### src/rtl/vga_pkg.sv
// Shared VGA 640x480@60 timing and scene colour constants.
package vga_pkg;

   // Timing in pixel-clock ticks / lines
   localparam int H_TOTAL   = 800;
   localparam int V_TOTAL   = 521;
   localparam int H_SYNC    = 96;
   localparam int V_SYNC    = 2;
   localparam int H_ACT_INI = 144;
   localparam int H_ACT_FIN = 784;
   localparam int V_ACT_INI = 31;
   localparam int V_ACT_FIN = 511;
   localparam int H_VISIBLE = H_ACT_FIN - H_ACT_INI;
   localparam int V_VISIBLE = V_ACT_FIN - V_ACT_INI;

   typedef struct packed {
      logic [2:0] r;
      logic [2:0] g;
      logic [1:0] b;
   } color_t;

   localparam color_t COL_PAJARO = color_t'(8'b111_011_00);
   localparam color_t COL_TUBO   = color_t'(8'b000_111_01);
   localparam color_t COL_FONDO  = color_t'(8'b000_000_00);
   localparam color_t COL_FIN    = color_t'(8'b111_000_00);

   // Zero-extend a 10-bit coordinate into the 11-bit signed compare domain
   function automatic logic signed [10:0] a_signed(input logic [9:0] v);
      return $signed({1'b0, v});
   endfunction

endpackage

### src/rtl/vga_contador.sv
// Horizontal/vertical scan counters, raw active-low syncs and frame-wrap strobe.
module vga_contador
   import vga_pkg::*;
(
   input  logic       dclk,
   input  logic       clr,
   output logic [9:0] hc,
   output logic [9:0] vc,
   output logic       hsync_raw,
   output logic       vsync_raw,
   output logic       fin_cuadro
);

   logic fin_linea;

   assign fin_linea  = (hc == 10'(H_TOTAL - 1));
   assign fin_cuadro = fin_linea && (vc == 10'(V_TOTAL - 1));
   assign hsync_raw  = ~(hc < 10'(H_SYNC));
   assign vsync_raw  = ~(vc < 10'(V_SYNC));

   // Scan counters: hc wraps every line, vc advances on each hc wrap
   always_ff @(posedge dclk or posedge clr) begin
      if (clr) begin
         hc <= '0;
         vc <= '0;
      end else if (fin_linea) begin
         hc <= '0;
         vc <= (vc == 10'(V_TOTAL - 1)) ? '0 : vc + 10'd1;
      end else begin
         hc <= hc + 10'd1;
      end
   end

endmodule

### src/rtl/dibujar_escena_param.sv
// Scene renderer: pipes and bird over a VGA scan, with frame-latched inputs,
// a two-stage output pipeline and per-frame collision detection.
module dibujar_escena_param
   import vga_pkg::*;
#(
   parameter int N_TUBOS    = 2,
   parameter int ANCHO_TUBO = 64,
   parameter int HUECO      = 128,
   parameter int PAJ_X      = 128,
   parameter int PAJ_W      = 32,
   parameter int PAJ_H      = 32
) (
   input  logic                   dclk,
   input  logic                   clr,
   input  logic [10*N_TUBOS-1:0]  pos_h_tubos,
   input  logic [10*N_TUBOS-1:0]  pos_v_tubos,
   input  logic [9:0]             pos_v_pajaro,
   input  logic                   chocar,
   output logic                   hsync,
   output logic                   vsync,
   output logic [2:0]             red,
   output logic [2:0]             green,
   output logic [1:0]             blue,
   output logic                   inicio_cuadro,
   output logic                   colision
);

   localparam logic signed [10:0] ANCHO_S  = 11'(ANCHO_TUBO);
   localparam logic signed [10:0] HUECO_S  = 11'(HUECO);
   localparam logic signed [10:0] PAJ_X0_S = 11'(PAJ_X);
   localparam logic signed [10:0] PAJ_X1_S = 11'(PAJ_X + PAJ_W);
   localparam logic signed [10:0] PAJ_H_S  = 11'(PAJ_H);

   logic [9:0] hc, vc;
   logic       hs_raw, vs_raw, fin;

   vga_contador u_contador (
      .dclk       (dclk),
      .clr        (clr),
      .hc         (hc),
      .vc         (vc),
      .hsync_raw  (hs_raw),
      .vsync_raw  (vs_raw),
      .fin_cuadro (fin)
   );

   logic [10*N_TUBOS-1:0] sh_h, sh_v;
   logic [9:0]            sh_vb;
   logic                  sh_chocar;

   // Shadow registers: inputs only take effect at the frame wrap
   always_ff @(posedge dclk or posedge clr) begin
      if (clr) begin
         sh_h      <= '0;
         sh_v      <= '0;
         sh_vb     <= '0;
         sh_chocar <= 1'b0;
      end else if (fin) begin
         sh_h      <= pos_h_tubos;
         sh_v      <= pos_v_tubos;
         sh_vb     <= pos_v_pajaro;
         sh_chocar <= chocar;
      end
   end

   logic                activo;
   logic signed [10:0]  x, y, vb;
   logic [N_TUBOS-1:0]  hit_tubo;
   logic                hit_pajaro;

   assign activo = (hc >= 10'(H_ACT_INI)) && (hc < 10'(H_ACT_FIN)) &&
                   (vc >= 10'(V_ACT_INI)) && (vc < 10'(V_ACT_FIN));
   assign x  = a_signed(hc) - 11'(H_ACT_INI);
   assign y  = a_signed(vc) - 11'(V_ACT_INI);
   assign vb = a_signed(sh_vb);

   for (genvar k = 0; k < N_TUBOS; k++) begin : g_tubo
      logic signed [10:0] h_k, v_k;
      assign h_k = a_signed(sh_h[10*k +: 10]);
      assign v_k = a_signed(sh_v[10*k +: 10]);
      // A pipe parked at x >= 640 is hidden; V < HUECO leaves no upper segment
      assign hit_tubo[k] = (sh_h[10*k +: 10] < 10'(H_VISIBLE)) &&
                           (x >= h_k) && (x <= h_k + ANCHO_S) &&
                           ((y >= v_k) || (y < v_k - HUECO_S));
   end

   assign hit_pajaro = (x > PAJ_X0_S) && (x <= PAJ_X1_S) && (y >= vb - PAJ_H_S) && (y <= vb);

   logic v1, act1, bird1, pipe1, hs1, vs1, ch1;

   // Stage 1: per-pixel hit flags and raw syncs
   always_ff @(posedge dclk or posedge clr) begin
      if (clr) begin
         v1    <= 1'b0;
         act1  <= 1'b0;
         bird1 <= 1'b0;
         pipe1 <= 1'b0;
         hs1   <= 1'b1;
         vs1   <= 1'b1;
         ch1   <= 1'b0;
      end else begin
         v1    <= 1'b1;
         act1  <= activo;
         bird1 <= hit_pajaro;
         pipe1 <= |hit_tubo;
         hs1   <= hs_raw;
         vs1   <= vs_raw;
         ch1   <= sh_chocar;
      end
   end

   color_t color_d, color_q;

   // Colour priority: blanking, game-over, bird, pipe, background
   always_comb begin
      color_d = COL_FONDO;
      if (!(v1 && act1)) color_d = COL_FONDO;
      else if (ch1)      color_d = COL_FIN;
      else if (bird1)    color_d = COL_PAJARO;
      else if (pipe1)    color_d = COL_TUBO;
   end

   // Stage 2: registered colour and syncs
   always_ff @(posedge dclk or posedge clr) begin
      if (clr) begin
         color_q <= COL_FONDO;
         hsync   <= 1'b1;
         vsync   <= 1'b1;
      end else begin
         color_q <= color_d;
         hsync   <= hs1;
         vsync   <= vs1;
      end
   end

   assign red   = color_q.r;
   assign green = color_q.g;
   assign blue  = color_q.b;

   logic pend, pend_set;

   assign pend_set = (v1 && act1 && bird1 && pipe1) ||
                     (sh_vb < 10'(PAJ_H)) || (sh_vb > 10'(V_VISIBLE - 1));

   // Collision accumulator: pend gathers the frame, colision publishes it at the wrap
   always_ff @(posedge dclk or posedge clr) begin
      if (clr) begin
         pend          <= 1'b0;
         colision      <= 1'b0;
         inicio_cuadro <= 1'b0;
      end else begin
         inicio_cuadro <= fin;
         if (fin) begin
            colision <= pend | pend_set;
            pend     <= 1'b0;
         end else if (pend_set) begin
            pend <= 1'b1;
         end
      end
   end

endmodule

### config.mk
export PLATFORM = sky130hd
export DESIGN_NAME = dibujar_escena_param
export DESIGN_NICKNAME = d
export VERILOG_FILES = /design/src/rtl/vga_pkg.sv /design/src/rtl/vga_contador.sv /design/src/rtl/dibujar_escena_param.sv
export SDC_FILE = /design/constraint.sdc
export NUM_CORES = 1
export LEC_CHECK = 0
export ABC_AREA = 1
export BUFFER_PORTS_ARGS = -buffer_cell sky130_fd_sc_hd__buf_4
export CORE_MARGIN = 2
export CORE_UTILIZATION = 55
export DETAILED_ROUTE_END_ITERATION = 12
export GPL_TIMING_DRIVEN = 0
export PLACE_DENSITY = 0.75
export SLEW_MARGIN = 20
export SYNTH_ARGS = -nofsm -noshare
export SYNTH_HDL_FRONTEND = slang
export SYNTH_SLANG_ARGS = --single-unit
### constraint.sdc
create_clock -name dclk -period 3.54 [get_ports dclk]
set_input_delay 0.354 -clock dclk [delete_from_list [all_inputs] [get_ports dclk]]
set_output_delay 0.354 -clock dclk [all_outputs]
set_load 0.005 [all_outputs]
### After elaboration in Yosys (flattened, before gate mapping)

Index checks and enable logic that the tools add are counted.

* register bits: 91
* output and inout bits: 12

* $add $sub $neg: 9
* magnitude comparators: 22
* equality and inequality tests: 2
* multiplexer cells: 8
* bitwise operators: 3
* reduce and logical (&&, ||, !) cells: 22

Operators with widths (count)
* 11-bit >= comparator: 5
* 11-bit <= comparator: 3
* 10-bit by 8-bit subtractor with 11-bit output, second input constant: 3
* 10-bit < comparator, second input constant: 3
* 8-bit 2-to-1 mux: 3
* 10-bit by 7-bit adder with 11-bit output, second input constant: 2
* 11-bit < comparator: 2
* 10-bit by 1-bit adder with 10-bit output, second input constant: 2
* 10-bit equality test, second input constant: 2
* 10-bit 2-to-1 mux: 2
* 1-bit logical AND: 16
* 11-bit by 9-bit greater-than comparator with 1-bit output, second input constant: 1
* 11-bit by 9-bit <= comparator with 1-bit output, second input constant: 1
* 10-bit by 5-bit subtractor with 11-bit output, second input constant: 1
* 10-bit by 6-bit subtractor with 11-bit output, second input constant: 1
* 10-bit by 5-bit >= comparator with 1-bit output, second input constant: 1
* 10-bit by 8-bit >= comparator with 1-bit output, second input constant: 1
* 10-bit by 9-bit greater-than comparator with 1-bit output, second input constant: 1
* 10-bit by 2-bit < comparator with 1-bit output, second input constant: 1
* 10-bit by 6-bit < comparator with 1-bit output, second input constant: 1
* 10-bit by 7-bit < comparator with 1-bit output, second input constant: 1
* 10-bit by 9-bit < comparator with 1-bit output, second input constant: 1
* 5-bit 2-to-1 mux: 1
* 1-bit logical OR: 4
* 5 further kinds: 7

### Logic depth before layout (Yosys ltp)

Gate-level depths: netlist of run 1.

* word-level depth: 7
* mapped depth: 19
* gate-level depth less buffers: 18

### Modules after synthesis

Synthesis of run 1 repeated with hierarchy kept, for this count alone.

* cell total of the unflattened synthesis: 796
* area total of the unflattened synthesis: 6223.5 µm²

Modules (own cells, without submodules)
* dibujar_escena_param: instances 1, cells an instance 652, area an instance 5088.6 µm², seq. area each 1656.6 µm²
* vga_contador: instances 1, cells an instance 144, area an instance 1134.8 µm², seq. area each 500.5 µm²

### Least setup slack after synthesis of run 1

No wires, ideal clock.

* kind: register to register
* start: register u_contador.vc[0]
* end: register pipe1
* setup time: 116 ps
* arrival: 2325 ps
* required time: 3424 ps
* path slack: 1099 ps
* stages on the path, launching flop included: 15
* clock period less this slack: 2441 ps
* cells stage by stage: dfrtp_1 -> nand3_1 -> nor2_1 -> nand2_1 -> nand2_1 -> nor2_1 -> xor2_1 -> ha_1 -> nor3b_1 -> nand3_1 -> nand3_1 -> xnor2_1 -> nand3_1 -> nand2_1 -> nand2_1

* word-level cells in the longest chain between the ends: 5
* elaborated cells on any way between the ends: 10

Ends and longest elaborated chain
* start: declaration: RTL line vga_contador.sv:8 `output logic [9:0] vc,`
* start signal: assignment: RTL line vga_contador.sv:28 `vc <= (vc == 10'(V_TOTAL - 1)) ? '0 : vc + 10'd1;`
* 10-bit by 5-bit subtractor with 11-bit output (*): RTL line dibujar_escena_param.sv:74 `assign y = a_signed(vc) - 11'(V_ACT_INI);`
* 11-bit >= comparator / 11-bit < comparator (equally long branches): RTL line dibujar_escena_param.sv:84 `((y >= v_k) || (y < v_k - HUECO_S));`
* 1-bit logical OR: RTL line dibujar_escena_param.sv:84
* 1-bit logical AND: RTL line dibujar_escena_param.sv:83 `(x >= h_k) && (x <= h_k + ANCHO_S) &&`
* 2-bit OR reduction (*): RTL line dibujar_escena_param.sv:105 `pipe1 <= |hit_tubo;`
* end signal: assignment: RTL line dibujar_escena_param.sv:105
* end: declaration: RTL line dibujar_escena_param.sv:89 `logic v1, act1, bird1, pipe1, hs1, vs1, ch1;`

Mark *: on every way between the ends. The rest lies on a longest branch, timed or not.
A chain may end at the register's enable or synchronous reset.

### Final worst setup path of run 1

Ends and elaborated chain as after synthesis.

==> reports/metrics.yaml, run 1 <==
run_status:
  status: "finished clean"
route:
  drtAntennaViolNets: 0
  post_drt_wl_per_cell_um: 14.9
  vias: 5262
  first_pass_iters: 6
  drtIter0Drc: 294
  wl_um: 14700
  viasPerCell: 5.35
  drc: 0
global_route:
  globalRouteTotalUtil_pct: 26.7
  grt-ovfl-total: 0
  grt_pass1_vias: 5194
  grt_pass1_wl_um: 24500
  antenna_found_initial: 0
  grt_max_degree: 53
yosys:
  ys_seq_area_share_pct: 35.2
  yosysUniqueCellTypes: 44
  synthXorXnorAreaFrac_pct: 3.86
  synth_top_family_by_area: "simple AND/OR/NAND/NOR gates"
  synth-seq-cells: 86
  yosysWarnings: 0
  synth_compound_area_share_pct: 12.1
  async_reset_ff_share_pct: 100
  netlist_instances: 763
  synth_edf_count: 0
  synthesis.area_sq_um: 6120
  synthAdderAreaFrac_pct: 17.6
  yosys.area.top_type_share_pct: 33.5
  synth_nets: 902
  synth_area_leader_cell: "dfrtp_1"
  synth_ff_type: "dfrtp_1"
  synth_area_leaders: "dfrtp_1 (34%), ha_1 (18%), nand2_1 (9.5%), inv_1 (7.2%), o21ai_0 (5.1%)"
  yosys.area_share.simple_pct: 21.0
  synthMuxAreaShare_pct: 0
  synth_area_per_cell_sq_um: 8.02
die:
  rows: 38
  ioPinCount: 65
  dieArea_sq_um: 12000
  start_util_pct: 56.5
  core-area_sq_um: 10800
  die_x_um: 109
  die_h_um: 109
timing:
  whs_ns: 0.167
  drv_slew: 0
  max_freq_mhz: 314
  fin_skew_ns: 0.0141
  rsz0062_at_grt: "no"
  hold_viol: 0
  finalSetupViolations: 0
  fin_setup_tns_ns: 0
  tightest_slew_ns: 0.677
  fin_crit_sh_pct: 89.9
  fin_crit_ns: 3.18
  slew_headroom_pct: 54.7
place:
  dpl.hpwl_um: 11500
  port_buffers: 63
  gp_congestion: 0.908
  placed_cells: 967
critical_path:
  slowest_delay_ns: 0.58
  cp-start-kind: "register"
  rr_endpoint: "pipe1"
  crit_path_end_kind: "register"
  cp.required_ns: 3.82
  rr_worst_depth: 14
  cpMaxStageDelayCell: "dfrtp_1"
  path_class: "register to register"
  path_max_fanout: 9
  arrival_ns: 3.46
  rr_startpoint: "u_contador.vc[0]"
  crit_chain: "nand3_1 > nor2_1 > nand2_1 > nand2_1 > nor2_1 > xor2_1 > ha_1 > nor3b_1 > nand3_1 > nand3_1 > xnor2_1 > nand3_1 > nand2_1 > nand2_1"
  r2r_setup_slack_ns: 0.36
worst_hold_path:
  worstHoldStart: "pos_v_tubos[0]"
  hold_depth: 3
  min_path_type: "input port to register"
  holdPathEnd: "sh_v[0]"
layout:
  n_antenna_cell: 0
  fin_cells: 984
  nets: 978
  syn2layout_area_growth_pct: 14.2
  drive_gt1_share_pct: 15.0
  fin_util_pct: 64.5
power:
  irDropWorstVdd_mv: 0.259
  p_total_mw: 1.74
  p_leak_nw: 3.69
  p_per_area_nw_per_um2: 248
clocking:
  cts_tree: "built"
  numCtsBuffers: 9
  clock-sinks: 86
  clock_latency_ns: 0.39
  h-tree-depth: 3
  clkTransAtPathRegs_ns: 0.09
  post-cts-setup-buffer-count: 0
  root_buffer: "clkbuf_8"
  max-clock-path-buffers: 2
job:
  maxCapViolCount: 0
==> layout by cell type, fill, tap and decap left out, drive strengths merged, types with 2 or more instances in the layout <==
cell type | Yosys | final
nor3 | 11 | 11
nand3 | 42 | 42
nor2 | 47 | 47
ha | 86 | 86
xor2 | 20 | 20
a21oi | 40 | 40
nand2 | 156 | 156
xnor2 | 7 | 7
o21ai | 69 | 69
dfstp | 4 | 4
nor3b | 4 | 4
conb | 2 | 2
nand4 | 18 | 18
o22ai | 3 | 3
o21a | 6 | 6
dfrtp | 82 | 82
clkinv | 1 | 5
o211ai | 2 | 2
clkbuf | 2 | 13
nor4 | 6 | 6
a21o | 2 | 2
inv | 121 | 121
buf | 21 | 85
==> worst max-delay path, delay by kind of cell, from the launching register on <==
family	cells	cell delay [ns]
flops	1	0.58
fa+ha+maj	1	0.36
simple gates	11	1.48
xor+xnor	2	0.67
==> per-stage QoR <==
stage / setup WS [ns] / cell area [sq um]
floorplan: 0.971 / 6120
finish: 0.359 / 6990
CTS: 0.357 / 6990
detailed placement: 0.387 / 6800
global route: 0.0971 / 6990
global placement: -0.0118 / 6770
==> final cells by class <==
cell class                      instances  area, sq um
Fill cell                             963         3850
Multi-Input combinational cell        532         3350
Sequential cell                        86         2160
Timing Repair Buffer                   65          510
Inverter                              122          462
Tap cell                              140          175
Buffer                                 23          158
Clock buffer                           11          131
Clock inverter                          5         50.0
==> state kept, by name (all words and copies together) (netlist names), 10 cells and up <==
signal         count
sh_v              20
sh_vb             10
sh_h              20
u_contador.vc     10
u_contador.hc     10
==> where the power goes <==
part / internal, mW / switching [mW] / total (mW)
registers: 0.982 / 0.000117 / 0.982
logic: 0.0403 / 0.0290 / 0.0693
clock network: 0.322 / 0.362 / 0.684
==> cell usage after synthesis (4+ instances only) <==
cell and number:
nand3_1 38, nand2_1 155, ha_1 86, dfrtp_1 82, nor2_1 45, xnor2_1 7
nand4_1 18, buf_2 10, buf_4 8, o21a_1 6, inv_1 118, dfstp_2 4
nand3_2 4, nor4_1 6, o21ai_2 7, nor3_1 9, a21oi_1 40, xor2_1 20
o21ai_0 62
==> worst max path at each step <==
stage / startpoint / to / slack (ns) / depth (start not counted)
4_1_cts: u_contador.vc[0] / pipe1 / 0.36 / 14
6_report: u_contador.vc[0] / pipe1 / 0.36 / 14
5_1_grt: u_contador.vc[0] / pipe1 / 0.1 / 14
3_3_place_gp: clr / sh_v[16] / -0.01 / 2
2_1_floorplan: clr / act1 / 0.97 / 1
3_5_place_dp: u_contador.vc[0] / pipe1 / 0.39 / 14
==> kinds of logic (layout without fill, tap and decap cells) <==
| logic type | count (synthesis) | after routing |
|---|---|---|
| compound gates | 131 | 131 |
| xor+xnor | 27 | 27 |
| fa+ha+maj | 86 | 86 |
| buf+inv | 145 | 226 |
| flops | 86 | 86 |
| other cells | 2 | 2 |
| simple gates | 286 | 286 |
==> what timing repair did <==
item / in CTS / in global routing
hold endpoints to repair: 11 / 0
endpoints found under the setup margin: 0 / 0
hold buffers: 1 / 0
resized for setup: 0 / 0
==> per-layer routing <==
| metal | track usage, % | share of wire, % |
|---|---|---|
| met5 | 0 | 0 |
| met3 | 6.22 | 5.1 |
| met2 | 42.9 | 46 |
| met4 | 8.14 | 1.6 |
| met1 | 35.8 | 47 |
(Power assumes the default switching activity.)
==> run 2, diff against run 1 <==
- ABC_AREA: 1 -> not set
- PLACE_DENSITY: 0.75 -> 0.76
==> reports/metrics.yaml, run 2 <==
timing:
  slew_headroom_pct: 42.2  # -12 points
  fin_skew_ns: 0.0124  # -0.00162 ns
  finalSetupViolations: 0  # unchanged
  hold_viol: 0  # unchanged
  fin_crit_ns: 3.24  # +0.0600 ns
  tightest_slew_ns: 0.861  # +0.185 ns
  fin_crit_sh_pct: 91.6  # +1.7 points
  max_freq_mhz: 309  # -1.9%
  drv_slew: 0  # unchanged
global_route:
  grt.busiest_layer: "met2"
  grt_pass1_wl_um: 22500  # -8.3%
  grt_pass1_vias: 4795  # -7.7%
  use_met2_pct: 43.5  # +0.59 points
  grt_max_degree: 46  # -13%
  met3_usage_pct: 3.22  # -3.0 points
  met1_usage_pct: 31.9  # -3.8 points
  antenna_found_initial: 0  # unchanged
  grt-ovfl-total: 0  # unchanged
  globalRouteTotalUtil_pct: 25.1  # -1.6 points
place:
  port_buffers: 63  # unchanged
  gp_congestion: 0.880  # -3.1%
  placed_area_sq_um: 6490  # -4.5%
  dpl.hpwl_um: 10400  # -9.6%
run_status:
  status: "finished clean"
route:
  drc: 0  # unchanged
  drtIter0Drc: 182  # -38%
  vias: 4720  # -10%
  drtAntennaViolNets: 0  # unchanged
  viasPerCell: 5.54  # +3.6%
  wl_um: 13300  # -9.6%
  post_drt_wl_per_cell_um: 15.6  # +4.4%
  first_pass_iters: 5  # -1
power:
  p_per_area_nw_per_um2: 270  # +8.7%
  switching_power_mw: 0.387  # -1.1%
  p_sw_share_pct: 21.3  # -1.2 points
  p_clk_share_pct: 42.0  # +2.6 points
  p_int_mw: 1.43  # +6.1%
  power_frac_comb_pct: 3.8  # -0.2 points
  p_leak_nw: 3.42  # -7.3%
  p_total_mw: 1.81  # +4.5%
  irDropWorstVdd_mv: 0.228  # -12%
  seqPwrFrac_pct: 54.2  # -2.4 points
yosys:
  synth-seq-cells: 86  # unchanged
  synthesis.area_sq_um: 5820  # -4.9%
  yosys.area.top_type_share_pct: 35.3  # +1.7 points
  synth_nets: 775  # -14%
  ys_seq_area_share_pct: 37.1  # +1.8 points
  synth_area_per_cell_sq_um: 9.15  # +14%
  yosysWarnings: 0  # unchanged
  yosysUniqueCellTypes: 61  # +39%
  synth_edf_count: 0  # unchanged
  netlist_instances: 636  # -17%
  yosysMostFrequentCell: "ha_1"
  ys_top_cells_by_count: "ha_1 (86), dfrtp_1 (82), inv_1 (65)"
  synth_ff_type: "dfrtp_1"
  synth_area_leaders: "dfrtp_1 (35%), ha_1 (18%), o21ai_0 (5.2%), inv_1 (4.2%), nand2_1 (3.9%)"
  synth_area_leader_cell: "dfrtp_1"
  async_reset_ff_share_pct: 100  # unchanged
clocking:
  post-cts-setup-buffer-count: 0  # unchanged
  clock-sinks: 86  # unchanged
  max-clock-path-buffers: 2  # unchanged
  postCtsHoldBufs: 0  # -1
  numCtsBuffers: 9  # unchanged
  clock_latency_ns: 0.37  # -0.02 ns
  h-tree-depth: 3  # unchanged
  clkTransAtPathRegs_ns: 0.08  # about the same
  root_buffer: "clkbuf_8"
  cts_tree: "built"
critical_path:
  slowest_delay_ns: 0.49  # -0.09 ns
  arrival_ns: 3.46  # about the same
  rr_startpoint: "u_contador.vc[2]"
  path_max_fanout: 7  # -2
  cp.required_ns: 3.76  # -0.06 ns
  rr_endpoint: "bird1"
  path_class: "register to register"
  r2r_setup_slack_ns: 0.30  # -0.06 ns
  crit_path_end_kind: "register"
  rr_worst_depth: 10  # -4
  crit_chain: "clkbuf_1 > nand3_1 > nor2_1 > or3_1 > xnor2_2 > ha_1 > and3_1 > a221oi_1 > nor3_1 > a2111oi_1"
  cp_top_family: "simple AND/OR/NAND/NOR gates"
  worst-path-buf-inv: 1  # +1
  cp-start-kind: "register"
  cpMaxStageDelayCell: "a2111oi_1"
die:
  die_h_um: 107  # -2.4%
  core-area_sq_um: 10300  # -5.2%
  ioPinCount: 65  # unchanged
  rows: 37  # -2.6%
  start_util_pct: 56.6  # +0.17 points
  die_x_um: 107  # -2.4%
  dieArea_sq_um: 11400  # -4.7%
worst_hold_path:
  min_path_type: "input port to async pin"
layout:
  final_common_cell: "ha_1"
  nets: 850  # -13%
  fin_area_sq_um: 6720  # -3.8%
  fin_util_pct: 65.4  # +0.92 points
  syn2layout_area_growth_pct: 15.5
  top_regs: "sh_h x20, sh_v x20"
  nFillCells: 874  # -9.2%
  layout_common_cells: "ha_1 (86), dfrtp_1 (82), buf_4 (68)"
  n_antenna_cell: 0  # unchanged
  drive_gt1_share_pct: 18.0  # +3.0 points
job:
  maxCapViolCount: 0  # unchanged
-- run 2: changes by cell type in the layout (fill, tap and decap cells not counted), sizes merged, moves of 10 or more --
cell	before	now
xnor2	7	22
a21oi	40	25
nand3	42	19
nand2	156	70
inv	121	66
nor2	47	37
clkbuf	13	26
nand4	18	7
-- run 2: worst register-to-register path, delay by kind of cell (launching register included) --
kind                     cells  cell delay [ns]
adder cells (fa/ha/maj)      1             0.32
XOR/XNOR                     1             0.20
AO/OA/AOI/OAI                2             0.79
flip-flops                   1             0.33
buffers and inverters        1             0.31
AND/OR/NAND/NOR              5             1.15
-- run 2: layout make-up --
| class | instances | area [sq um] | share of cell area, % |
|---|---|---|---|
| Buffer | 27 | 151 | 2.25 |
| Timing Repair Buffer | 64 | 500 | 7.45 |
| Clock inverter | 2 | 37.5 | 0.558 |
| Tap cell | 136 | 170 | 2.53 |
| Sequential cell | 86 | 2160 | 32.1 |
| Inverter | 66 | 250 | 3.72 |
| Multi-Input combinational cell | 457 | 3270 | 48.7 |
| Clock buffer | 14 | 183 | 2.72 |
-- run 2: through the flow --
step | setup slack [ns] | TNS, ns | instances | hold WS, ns
after floorplan | 0.765 | 0 | 636 | 0.345
after global placement | -0.0129 | -0.646 | 835 | 0.346
after detailed placement | 0.190 | 0 | 836 | 0.347
after CTS | 0.169 | 0 | 852 | 0.0433
after global routing | -0.00180 | -0.00180 | 852 | 0.0660
final | 0.299 | 0 | 852 | 0.0279
-- run 2: logic make-up (layout without fill, tap and decap cells) --
logic type | after synthesis | in the layout | share of synthesized area (%)
multiplexers | 7 | 7 | 1.35
adder cells (fa/ha/maj) | 86 | 86 | 18.5
flip-flops | 86 | 86 | 37.1
AO/OA/AOI/OAI | 141 | 141 | 15.0
XOR/XNOR | 34 | 34 | 5.12
buffers and inverters | 93 | 173 | 6.86
other | 2 | 2 | 0.129
AND/OR/NAND/NOR | 187 | 187 | 16.0
-- run 2: power groups by stage --
stage / Clock [mW] / Sequential [mW] / Combinational (mW)
2_1_floorplan: 0 / 1.00 / 0.0163
3_3_place_gp: 0 / 1.00 / 0.0649
3_5_place_dp: 0 / 1.00 / 0.0716
4_1_cts: 0.776 / 0.983 / 0.0716
5_1_grt: 0.805 / 0.983 / 0.0776
6_report: 0.762 / 0.983 / 0.0697
-- run 2: worst max path at each step --
stage                           from  endpoint  slack [ns]  cells after the start
floorplan           u_contador.vc[2]     bird1        0.77                     10
global placement                 clr   sh_v[6]       -0.01                      2
detailed placement  u_contador.vc[2]     bird1        0.19                     10
finish              u_contador.vc[2]     bird1        0.30                     10
global route        u_contador.vc[2]     bird1      -0.002                     10
CTS                 u_contador.vc[2]     bird1        0.17                     10
-- run 2: timing repair --
| item | 4_1_cts | 5_1_grt |
|---|---|---|
| setup endpoints to repair | 0 | 1 |
| gates resized for setup | 0 | 1 |
| hold endpoints to repair | 0 | 0 |
-- run 2: layer usage --
metal | routed length, um | vias to the layer above | share of wire [%]
met5 | 0 | - | 0
met4 | 296 | 0 | 2.2
met3 | 633 | 18 | 4.8
met2 | 6440 | 119 | 49
met1 | 5900 | 2235 | 44
li1 | - | 2348 | -
